## src/rtl/rs232_echo_ctrl.sv

```systemverilog
// Echo sequencer between the quick_rs232 RX/TX FIFOs: pops a byte, drops it on
// a parity/framing error, otherwise pushes byte+INCREMENT into the TX FIFO.
module rs232_echo_ctrl #(
    parameter logic [7:0] INCREMENT = 8'd1,
    parameter int         CNT_WIDTH = 16
) (
    input  logic                 clk,
    input  logic                 rst,
    input  logic                 en,
    input  logic                 rx_empty,
    input  logic [7:0]           rx_data,
    input  logic                 rx_err,
    output logic                 rx_rd,
    input  logic                 tx_full,
    input  logic                 tx_almost_full,
    output logic [7:0]           tx_data,
    output logic                 tx_wr,
    input  logic                 rts,
    output logic                 cts,
    output logic                 busy,
    output logic [CNT_WIDTH-1:0] echo_cnt,
    output logic [CNT_WIDTH-1:0] drop_cnt
);

    typedef enum logic [1:0] {
        IDLE,
        POP,
        CAPTURE,
        WRITE
    } state_t;

    state_t               state_reg, state_next;
    logic                 rx_rd_reg, rx_rd_next;
    logic                 tx_wr_reg, tx_wr_next;
    logic                 cts_reg, cts_next;
    logic [7:0]           byte_reg, byte_next;
    logic [CNT_WIDTH-1:0] echo_reg, echo_next;
    logic [CNT_WIDTH-1:0] drop_reg, drop_next;

    // Host handshake input is informational only; it never gates the sequencer.
    logic unused_rts;
    assign unused_rts = rts;

    always_comb begin
        state_next = state_reg;
        rx_rd_next = 1'b0;
        tx_wr_next = 1'b0;
        byte_next  = byte_reg;
        echo_next  = echo_reg;
        drop_next  = drop_reg;
        cts_next   = en & ~tx_almost_full;
        case (state_reg)
            IDLE: begin
                if (en && !rx_empty) begin
                    rx_rd_next = 1'b1;
                    state_next = POP;
                end
            end
            // One cycle of FIFO read latency before rx_data/rx_err are valid.
            POP: begin
                state_next = CAPTURE;
            end
            CAPTURE: begin
                if (rx_err) begin
                    drop_next  = drop_reg + CNT_WIDTH'(1);
                    state_next = IDLE;
                end else begin
                    byte_next  = rx_data + INCREMENT;
                    state_next = WRITE;
                end
            end
            WRITE: begin
                if (!tx_full) begin
                    tx_wr_next = 1'b1;
                    echo_next  = echo_reg + CNT_WIDTH'(1);
                    state_next = IDLE;
                end
            end
            default: begin
                state_next = IDLE;
            end
        endcase
    end

    always_ff @(posedge clk or negedge rst) begin
        if (!rst) begin
            state_reg <= IDLE;
            rx_rd_reg <= 1'b0;
            tx_wr_reg <= 1'b0;
            cts_reg   <= 1'b0;
            byte_reg  <= 8'h00;
            echo_reg  <= '0;
            drop_reg  <= '0;
        end else begin
            state_reg <= state_next;
            rx_rd_reg <= rx_rd_next;
            tx_wr_reg <= tx_wr_next;
            cts_reg   <= cts_next;
            byte_reg  <= byte_next;
            echo_reg  <= echo_next;
            drop_reg  <= drop_next;
        end
    end

    // tx_data is the held byte register, so it stays stable while TX is full.
    assign rx_rd    = rx_rd_reg;
    assign tx_wr    = tx_wr_reg;
    assign tx_data  = byte_reg;
    assign cts      = cts_reg;
    assign busy     = (state_reg != IDLE);
    assign echo_cnt = echo_reg;
    assign drop_cnt = drop_reg;

endmodule

```

## config.mk

```make
export PLATFORM = sky130hd
export DESIGN_NAME = rs232_echo_ctrl
export DESIGN_NICKNAME = d
export VERILOG_FILES = /design/src/rtl/rs232_echo_ctrl.sv
export SDC_FILE = /design/constraint.sdc
export NUM_CORES = 1
export LEC_CHECK = 0
export BUFFER_PORTS_ARGS = -buffer_cell sky130_fd_sc_hd__buf_2
export CAP_MARGIN = 20
export CORE_AREA = 2 2 85 55
export DETAILED_ROUTE_END_ITERATION = 8
export DIE_AREA = 0 0 87 57
export PLACE_DENSITY = 0.73
export SYNTH_ARGS = -nofsm -noshare
export SYNTH_HDL_FRONTEND = slang
export SYNTH_SLANG_ARGS = --single-unit
```

## constraint.sdc

```tcl
create_clock -name clk -period 1.94 [get_ports clk]
set_clock_uncertainty 0.15 [all_clocks]
set_input_delay 0.291 -clock clk [delete_from_list [all_inputs] [get_ports clk]]
set_output_delay 0.291 -clock clk [all_outputs]
set_load 0.02 [all_outputs]
```

==> flow_summary.json, run 1 <==
{
  "track_usage": 0.178,
  "yosysUniqueCellTypes": 31,
  "design.core.area_um2": 4260,
  "r2r_start": "echo_cnt[0]$_DFFE_PN0P_",
  "avgSynthCellArea_um2": 11.3,
  "synthMostInstantiatedCell": "dfrtp_1",
  "seq_area_frac_synth": 0.561,
  "cts_buffer_depth": 2,
  "max_freq_mhz": 580,
  "finalHoldViolCount": 0,
  "async_flop_share": 1.00,
  "crit_type": "flip-flop to flip-flop",
  "synth_area_leaders": "dfrtp_1 56%, xnor2_1 9.2%, xor2_1 6.5%, nand3_1 3.0%, nand2_1 3.0%",
  "die_area_um2": 4960,
  "worstPathCellList": "ha_1 > nand4b_1 > nor4_4 > nand3_1 > xnor2_1",
  "h-tree-depth": 2,
  "detail-route-antenna-nets": 0,
  "p_sw_uw": 1020,
  "leakage_uw": 0.00133,
  "rows": 19,
  "wl_per_cell_um": 12.8,
  "num_vias": 1462,
  "cp.arrival_ns": 1.76,
  "tns_ns": 0,
  "critPathLaunch": "echo_cnt[0]$_DFFE_PN0P_",
  "min_period_over_period": 0.889,
  "clkPwrFrac": 0.246,
  "p_per_area_nw_per_um2": 1130,
  "cts_buffers": 5,
  "maxSlewViolCount": 0,
  "end_kind": "flip-flop",
  "viasPerCell": 4.86,
  "synth_edf_count": 0,
  "pre_cts_ws_ns": 0.162,
  "synth_area_leader_cell": "dfrtp_1",
  "portBuffers": 58,
  "fin_nets": 267,
  "ys.flop_type": "dfrtp_1",
  "antenna_found_initial": 0,
  "die_w_um": 87,
  "clkTransAtPathRegs_ns": 0.09,
  "syn_area_um2": 2010,
  "pwr-share-seq": 0.463,
  "ir_drop_uv": 779,
  "maxCapViolCount": 0,
  "worst_pin_slew_ns": 0.435,
  "grt_pass1_wl_um": 6800,
  "first_global_vias": 1439,
  "gp_congestion": 0.756,
  "crit_end": "echo_cnt[12]$_DFFE_PN0P_",
  "cp_max_fo": 4,
  "cts_sinks": 45,
  "drcViolationCount": 0,
  "critical_path_required_ns": 1.98,
  "grt_max_degree": 29,
  "worst_path_max_delay_cell": "dfrtp_1",
  "worstReg2RegEnd": "echo_cnt[12]$_DFFE_PN0P_",
  "startpoint_type": "flip-flop",
  "routed_wl_um": 3850,
  "cpPeakStageDelay_ns": 0.42,
  "ys_warn_count": 0,
  "swShare": 0.355,
  "syn2layout_area_growth_pct": 26.7,
  "internal_power_uw": 1850,
  "finalCriticalPeriod_ns": 1.72,
  "ioPinCount": 60,
  "rsz0062_at_grt": "false",
  "overflow": 0,
  "finalSetupViolations": 0,
  "synth_commonest_cells": "45 x dfrtp_1, 21 x xnor2_1, 16 x nand2_1",
  "p_comb_frac": 0.291,
  "status": "finished, final reports clean",
  "maxSlewHeadroom": 0.710,
  "drtPass1Iterations": 4,
  "cts_tree": "yes",
  "instances_no_fill": 301,
  "initial_core_util": 0.472,
  "n_fill_cell": 367,
  "finalPower_uw": 2880,
  "r2r_cells": 5,
  "n_antenna_cell": 0,
  "hpwl_um": 2940,
  "final_layout_size_suffix_gt1_frac": 0.325,
  "synth_nets": 197,
  "insertion_delay_ns": 0.29,
  "die_h_um": 57,
  "rrSetupSlack_ns": 0.22,
  "synth_top_area_frac": 0.561,
  "ys_ff_latch": 45,
  "dp.cells": 291,
  "hold_path.class": "input port to flip-flop",
  "root_buffer": "clkbuf_8",
  "fin_ws_ns": 0.216,
  "synthCells": 178,
  "drt_iter0_drc": 34
}
[through the flow]
stage	hold WS, ns	utilization	instance area, um^2
6_report	0.0287	0.598	2540
3_3_place_gp	0.109	0.564	2400
3_5_place_dp	0.110	0.564	2400
5_1_grt	0.0262	0.598	2540
2_1_floorplan	-0.155	-	2010
4_1_cts	0.0143	0.596	2540
[layout make-up]
class	count	area [um^2]	area share
timing repair buffer	65	360	0.142
clock buffer	5	68.8	0.0270
tap	52	65.1	0.0256
sequential	45	1130	0.442
clock inverter	3	46.3	0.0182
multi-input combinational	124	852	0.335
inverter	7	26.3	0.0103
[worst max-delay path: cells and delay by family, from the launching register on]
kind | cells | cell delay [ns]
flops | 1 | 0.42
fa+ha+maj | 1 | 0.18
simple gates | 3 | 0.74
xor+xnor | 1 | 0.14
[power by group through the flow]
stage          combinational [uW]  sequential (uW)  clock (uW)
6_report                      838             1330         708
5_1_grt                       920             1370         773
4_1_cts                       849             1340         726
3_5_place_dp                  842             1350           0
3_3_place_gp                  831             1340           0
2_1_floorplan                 334             1530           0
[layer usage]
metal	GRT usage	share of wire	up-vias
met4	0.0335	0.0070	0
met5	0	0	-
met2	0.253	0.41	38
met3	0.0550	0.052	5
li1	-	-	735
met1	0.271	0.53	684
[logic make-up (layout without fill, tap and decap cells)]
kind of cell | Yosys count | in the layout | share of synthesized area
AOI/OAI and AO/OA | 9 | 9 | 0.0243
xor gates and xnor gates | 36 | 36 | 0.157
adders and majority gates | 3 | 3 | 0.0187
buffers and inverters | 9 | 80 | 0.0193
DFF | 45 | 45 | 0.561
muxes | 3 | 3 | 0.0162
and+or+nand+nor | 73 | 73 | 0.204
[how the worst min path moves through the flow]
| stage | start | end | slack (ns) | cells past startpoint |
|---|---|---|---|---|
| global route | rx_empty | rx_rd$_DFF_PN0_ | 0.03 | 2 |
| finish | rx_empty | rx_rd$_DFF_PN0_ | 0.03 | 2 |
| CTS | rx_empty | rx_rd$_DFF_PN0_ | 0.01 | 2 |
| detailed placement | rst | echo_cnt[4]$_DFFE_PN0P_ | 0.11 | 1 |
| global placement | rst | echo_cnt[4]$_DFFE_PN0P_ | 0.11 | 1 |
| floorplan | rst | cts$_DFF_PN0_ | -0.15 | 0 |
[cell usage in the layout (no fill, tap or decap)]
master,n
nand4_1,4
or2_2,2
a21o_2,1
dfrtp_1,45
mux2i_1,1
o21ai_0,1
and3b_1,1
nor4_4,2
dlygate4sd3_1,2
nand3b_1,1
nor2_1,14
and3_1,5
inv_1,7
bufinv_16,1
buf_4,4
a21oi_1,7
nand4b_1,1
and2b_2,1
xor2_1,15
nand2_1,16
nor3_1,7
nand4_4,1
and2_1,1
buf_2,58
mux2_2,2
buf_12,1
clkinvlp_4,1
and4_1,1
clkbuf_8,5
clkinv_4,1
nand3_1,12
and3_2,1
nor3b_1,2
nor2b_1,1
xnor2_1,21
ha_1,3
[what timing repair did]
item	in CTS	in global routing
endpoints found under the setup margin	0	1
gates resized for setup	0	1
setup buffers	0	0
hold buffers	2	0
hold endpoints to repair	18	0
(Power assumes the default switching activity.)
==> run 2: changes to the inputs <==
- ABC_AREA: not set -> 1
- CORE_AREA: 2 2 85 55 -> 2 2 90 57
- DIE_AREA: 0 0 87 57 -> 0 0 92 59
- PLACE_DENSITY: 0.73 -> 0.72
==> flow_summary.json, run 2 <==
{
  "synth_top_family_by_area": "simple AND/OR/NAND/NOR gates",
  "synth_commonest_cells": "85 x nand2_1, 45 x dfrtp_1, 32 x inv_1",
  "cts_tree": "yes",
  "worst_path_max_delay_cell": "dfrtp_1",
  "worstPathCellList": "or2_2 > buf_2",
  "maxCapViolCount": 0,
  "synth_edf_count": 0,
  "fin_ws_ns": 0.258,
  "antenna_found_initial": 0,
  "fin_nets": 355,
  "grt_max_degree": 26,
  "status": "finished, final reports clean",
  "cts_setup_buffers": 0,
  "drtPass1Iterations": 6,
  "synth.area.mux_share": 0,
  "insertion_delay_ns": 0.29,
  "track_usage": 0.188,
  "tns_ns": 0,
  "detail-route-antenna-nets": 0,
  "portBuffers": 58,
  "seq_area_frac_synth": 0.507,
  "finalCriticalPeriod_ns": 1.68,
  "die_w_um": 92,
  "synth_fa_ha_area_frac": 0.0169,
  "synthCells": 269,
  "cp.arrival_ns": 1.24,
  "synth-compound-area-share": 0.0124,
  "cp_max_fo": 7,
  "root_buffer": "clkbuf_8",
  "die_area_um2": 5430,
  "pre_cts_ws_ns": 0.380,
  "p_per_area_nw_per_um2": 962,
  "synth_area_leaders": "dfrtp_1 51%, nand2_1 14%, inv_1 5.4%, xor2_1 5.1%, nor2_1 4.7%",
  "cts_buffers": 5,
  "drt_iter0_drc": 100,
  "yosysUniqueCellTypes": 19,
  "clkTransAtPathRegs_ns": 0.08,
  "ioPinCount": 60,
  "cts_sinks": 45,
  "initial_core_util": 0.492,
  "overflow": 0,
  "drcViolationCount": 0,
  "synthSimpleGateAreaFrac": 0.315,
  "maxSlewViolCount": 0,
  "worst_pin_slew_ns": 0.502,
  "rows": 19,
  "path_buf_inv": 1,
  "finalSetupViolations": 0,
  "async_flop_share": 1.00,
  "end_kind": "output pin",
  "final_layout_size_suffix_gt1_frac": 0.228,
  "h-tree-depth": 2,
  "crit_type": "flip-flop to output pin",
  "routed_wl_um": 4630,
  "design.core.area_um2": 4520,
  "grt_pass1_wl_um": 7980,
  "leakage_uw": 0.00149,
  "avgSynthCellArea_um2": 8.26,
  "post_cts_resized": 0,
  "final_common_cell": "nand2_1",
  "worst_hold_slack_ns": 0.0291,
  "syn_area_um2": 2220,
  "synthMostInstantiatedCell": "nand2_1",
  "final_cell_mix": "85 x nand2_1, 58 x buf_2, 45 x dfrtp_1, 32 x inv_1, 28 x nor2_1",
  "synth_nets": 288,
  "syn2layout_area_growth_pct": 22.0,
  "finalHoldViolCount": 0,
  "finish.instance_area_um2": 2710,
  "place_area_um2": 2610,
  "synth_xor_area_frac": 0.0868,
  "die_h_um": 59,
  "wl_per_cell_um": 11.6,
  "num_vias": 1898,
  "maxSlewHeadroom": 0.665,
  "ys_warn_count": 0,
  "ys.flop_type": "dfrtp_1",
  "synth_top_area_frac": 0.507,
  "cts_buffer_depth": 2,
  "n_fill_cell": 427,
  "startpoint_type": "flip-flop",
  "rsz0062_at_grt": "false",
  "critical_path_required_ns": 1.50,
  "hold_path.class": "input port to flip-flop",
  "synth_area_leader_cell": "dfrtp_1",
  "gp_congestion": 0.809,
  "ys_ff_latch": 45,
  "viasPerCell": 4.75,
  "min_period_over_period": 0.867,
  "finalPower_uw": 2610,
  "ctsHoldBuffers": 2,
  "hpwl_um": 3550,
  "first_global_vias": 1788,
  "ir_drop_uv": 727,
  "cpPeakStageDelay_ns": 0.45,
  "max_freq_mhz": 594,
  "n_antenna_cell": 0,
  "crit_family": "flip-flops"
}
## run 2: changes by cell type after synthesis, moves of 3 or more
| cell | previous run | this run |
|---|---|---|
| a21oi_1 | 7 | 0 |
| and3_1 | 5 | 0 |
| inv_1 | 7 | 32 |
| inv_2 | 0 | 3 |
| nand2_1 | 16 | 85 |
| nand3_1 | 12 | 17 |
| nand3b_1 | 1 | 6 |
| nand4_1 | 4 | 10 |
| nor2_1 | 14 | 28 |
| nor2_2 | 0 | 5 |
| nor3_1 | 7 | 3 |
| o21ai_1 | 0 | 4 |
| xnor2_1 | 21 | 9 |
## run 2: metal layers
layer  part of all wire  track usage  vias up
met5                  0            0        -
met1               0.51        0.267      879
met3              0.040       0.0407        5
met2               0.44        0.300       41
li1                   -            -      973
met4             0.0071       0.0448        0
## run 2: worst paths after layout
| kind | start | endpoint | slack [ns] | depth (start not counted) |
|---|---|---|---|---|
| max | state_reg[1]$_DFFE_PN0P_ | busy | 0.26 | 2 |
| min | rx_empty | rx_rd$_DFF_PN0_ | 0.03 | 2 |
| max reg2reg | drop_cnt[0]$_DFFE_PN0P_ | drop_cnt[8]$_DFFE_PN0P_ | 0.36 | 7 |
| min reg2reg | tx_data[1]$_DFFE_PN0P_ | tx_data[1]$_DFFE_PN0P_ | 0.33 | 2 |
| max in group asynchronous | rst | echo_cnt[15]$_DFFE_PN0P_ | 0.79 | 3 |
| min in group asynchronous | rst | drop_cnt[2]$_DFFE_PN0P_ | 0.34 | 2 |
## run 2: where the power goes
part | switching (uW) | internal [uW] | leakage (uW)
registers | 156 | 1110 | 0.000572
logic | 508 | 278 | 0.000879
clock network | 298 | 255 | 0.0000385
total | 962 | 1640 | 0.00149
## run 2: kinds of logic (layout without fill, tap and decap cells)
| logic type | Yosys count | after routing |
|---|---|---|
| AND/OR/NAND/NOR | 158 | 158 |
| adder cells (fa/ha/maj) | 3 | 3 |
| buffers and inverters | 36 | 104 |
| AO/OA/AOI/OAI | 5 | 5 |
| flip-flops | 45 | 45 |
| XOR/XNOR | 22 | 22 |
## run 2: metrics by stage
| step | util | instances |
|---|---|---|
| after floorplan | - | 269 |
| after global placement | 0.577 | 390 |
| after detailed placement | 0.577 | 390 |
| after CTS | 0.600 | 400 |
| after global routing | 0.600 | 400 |
| final | 0.600 | 400 |
## run 2: final cells by class
cell class,instances,area [um^2],area share
Sequential cell,45,1130,0.416
Timing Repair Buffer,61,330,0.122
Inverter,35,131,0.0485
Clock buffer,7,76.3,0.0282
Multi-Input combinational cell,188,958,0.354
Clock inverter,1,7.51,0.00277
Tap cell,63,78.8,0.0291
==> run 3: changes to the inputs <==
- CAP_MARGIN: 20 -> not set
- clock period: 1.94 -> 2 ns (I/O delays scaled with it)
==> flow_summary.json, run 3 (same netlist as run 2, synthesis figures left out) <==
{
  "design.core.area_um2": 4520,
  "insertion_delay_ns": 0.29,
  "crit_type": "flip-flop to output pin",
  "critical_path_required_ns": 1.55,
  "worst_pin_slew_ns": 0.545,
  "hp-start": "rx_empty",
  "startpoint_type": "flip-flop",
  "maxSlewHeadroom": 0.636,
  "n_antenna_cell": 0,
  "ir_drop_uv": 551,
  "ioPinCount": 60,
  "cts_sinks": 45,
  "crit_family": "flip-flops",
  "routed_wl_um": 4490,
  "clkTransAtPathRegs_ns": 0.08,
  "die_w_um": 92,
  "cp.arrival_ns": 1.24,
  "finalSetupViolations": 0,
  "num_vias": 1882,
  "viasPerCell": 4.71,
  "end_kind": "output pin",
  "utilization": 0.597,
  "path_buf_inv": 1,
  "fin_nets": 355,
  "drt_iter0_drc": 74,
  "grt_max_degree": 46,
  "h-tree-depth": 2,
  "antenna_found_initial": 0,
  "leakage_uw": 0.00149,
  "hpwl_um": 3470,
  "maxSlewViolCount": 0,
  "cts_tree": "yes",
  "holdPathStages": 2,
  "hold_path.class": "input port to flip-flop",
  "first_global_vias": 1799,
  "met3_usage": 0.0394,
  "maxCapViolCount": 0,
  "track_usage": 0.186,
  "status": "finished, final reports clean",
  "gp_congestion": 0.804,
  "rsz0062_at_grt": "false",
  "initial_core_util": 0.492,
  "wl_per_cell_um": 11.2,
  "r2r_cells": 7,
  "die_h_um": 59,
  "min_period_over_period": 0.845,
  "detail-route-antenna-nets": 0,
  "r2r_start": "drop_cnt[0]$_DFFE_PN0P_",
  "rows": 19,
  "max_freq_mhz": 591,
  "busiest_layer": "met2",
  "drtPass1Iterations": 4,
  "place_area_um2": 2590,
  "n_fill_cell": 446,
  "cp_max_fo": 7,
  "finish.instance_area_um2": 2700,
  "portBuffers": 58,
  "p_per_area_nw_per_um2": 930,
  "use_met1": 0.263,
  "overflow": 0,
  "tns_ns": 0,
  "final_cell_mix": "85 x nand2_1, 58 x buf_2, 45 x dfrtp_1, 32 x inv_1, 28 x nor2_1",
  "syn2layout_area_growth_pct": 21.4,
  "final_layout_size_suffix_gt1_frac": 0.231,
  "final_common_cell": "nand2_1",
  "rrSetupSlack_ns": 0.40,
  "finalHoldViolCount": 0,
  "worst_path_max_delay_cell": "dfrtp_1",
  "die_area_um2": 5430,
  "cp.depth": 2,
  "root_buffer": "clkbuf_8",
  "drcViolationCount": 0,
  "cts_buffer_depth": 2,
  "whs_endpoint": "rx_rd$_DFF_PN0_",
  "finalCriticalPeriod_ns": 1.69,
  "grt_pass1_wl_um": 7940,
  "cts_buffers": 5,
  "cpPeakStageDelay_ns": 0.45,
  "worstPathCellList": "or2_2 > buf_2",
  "grtUsageMet2": 0.294,
  "worstReg2RegEnd": "drop_cnt[10]$_DFFE_PN0P_"
}
## run 3: timing repair
item,CTS,global route
endpoints found under the hold margin,46,0
hold buffers,2,0
resized for setup,0,0
buffers inserted,0,0
## run 3: area by class of cell
class / count / area, um^2 / area share
sequential: 45 / 1130 / 0.418
multi-input combinational: 188 / 958 / 0.356
timing repair buffer: 61 / 318 / 0.118
inverter: 35 / 131 / 0.0487
tap: 63 / 78.8 / 0.0292
clock buffer: 6 / 72.6 / 0.0269
clock inverter: 2 / 10.0 / 0.00371
## run 3: metrics by stage
step                power [uW]  hold slack [ns]  instances  setup WS (ns)
global placement          1980            0.267        390          0.470
finish                    2510           0.0256        400          0.309
CTS                       2540           0.0168        400          0.298
global route              2680           0.0126        400          0.248
floorplan                 1720           -0.146        269          0.431
detailed placement        2000            0.264        390          0.421
## run 3: metal layers
metal,vias up,wire length (um)
li1,977,-
met1,860,2300
met2,38,1960
met3,7,176
met4,0,55
met5,-,0
## run 3: report_power, final
part	switching, uW	leakage [uW]	internal (uW)
Clock	288	0.0000450	242
Combinational	483	0.000875	266
Sequential	150	0.000572	1080
Total	921	0.00149	1590
## run 3: worst max path at each step
stage                                         from                  endpoint  slack [ns]
after global placement     drop_cnt[0]$_DFFE_PN0P_   drop_cnt[8]$_DFFE_PN0P_        0.47
after detailed placement   drop_cnt[0]$_DFFE_PN0P_  drop_cnt[10]$_DFFE_PN0P_        0.42
after floorplan            drop_cnt[0]$_DFFE_PN0P_  drop_cnt[10]$_DFFE_PN0P_        0.43
after global routing       drop_cnt[0]$_DFFE_PN0P_  drop_cnt[14]$_DFFE_PN0P_        0.25
after CTS                 state_reg[1]$_DFFE_PN0P_                      busy        0.30
final                     state_reg[1]$_DFFE_PN0P_                      busy        0.31
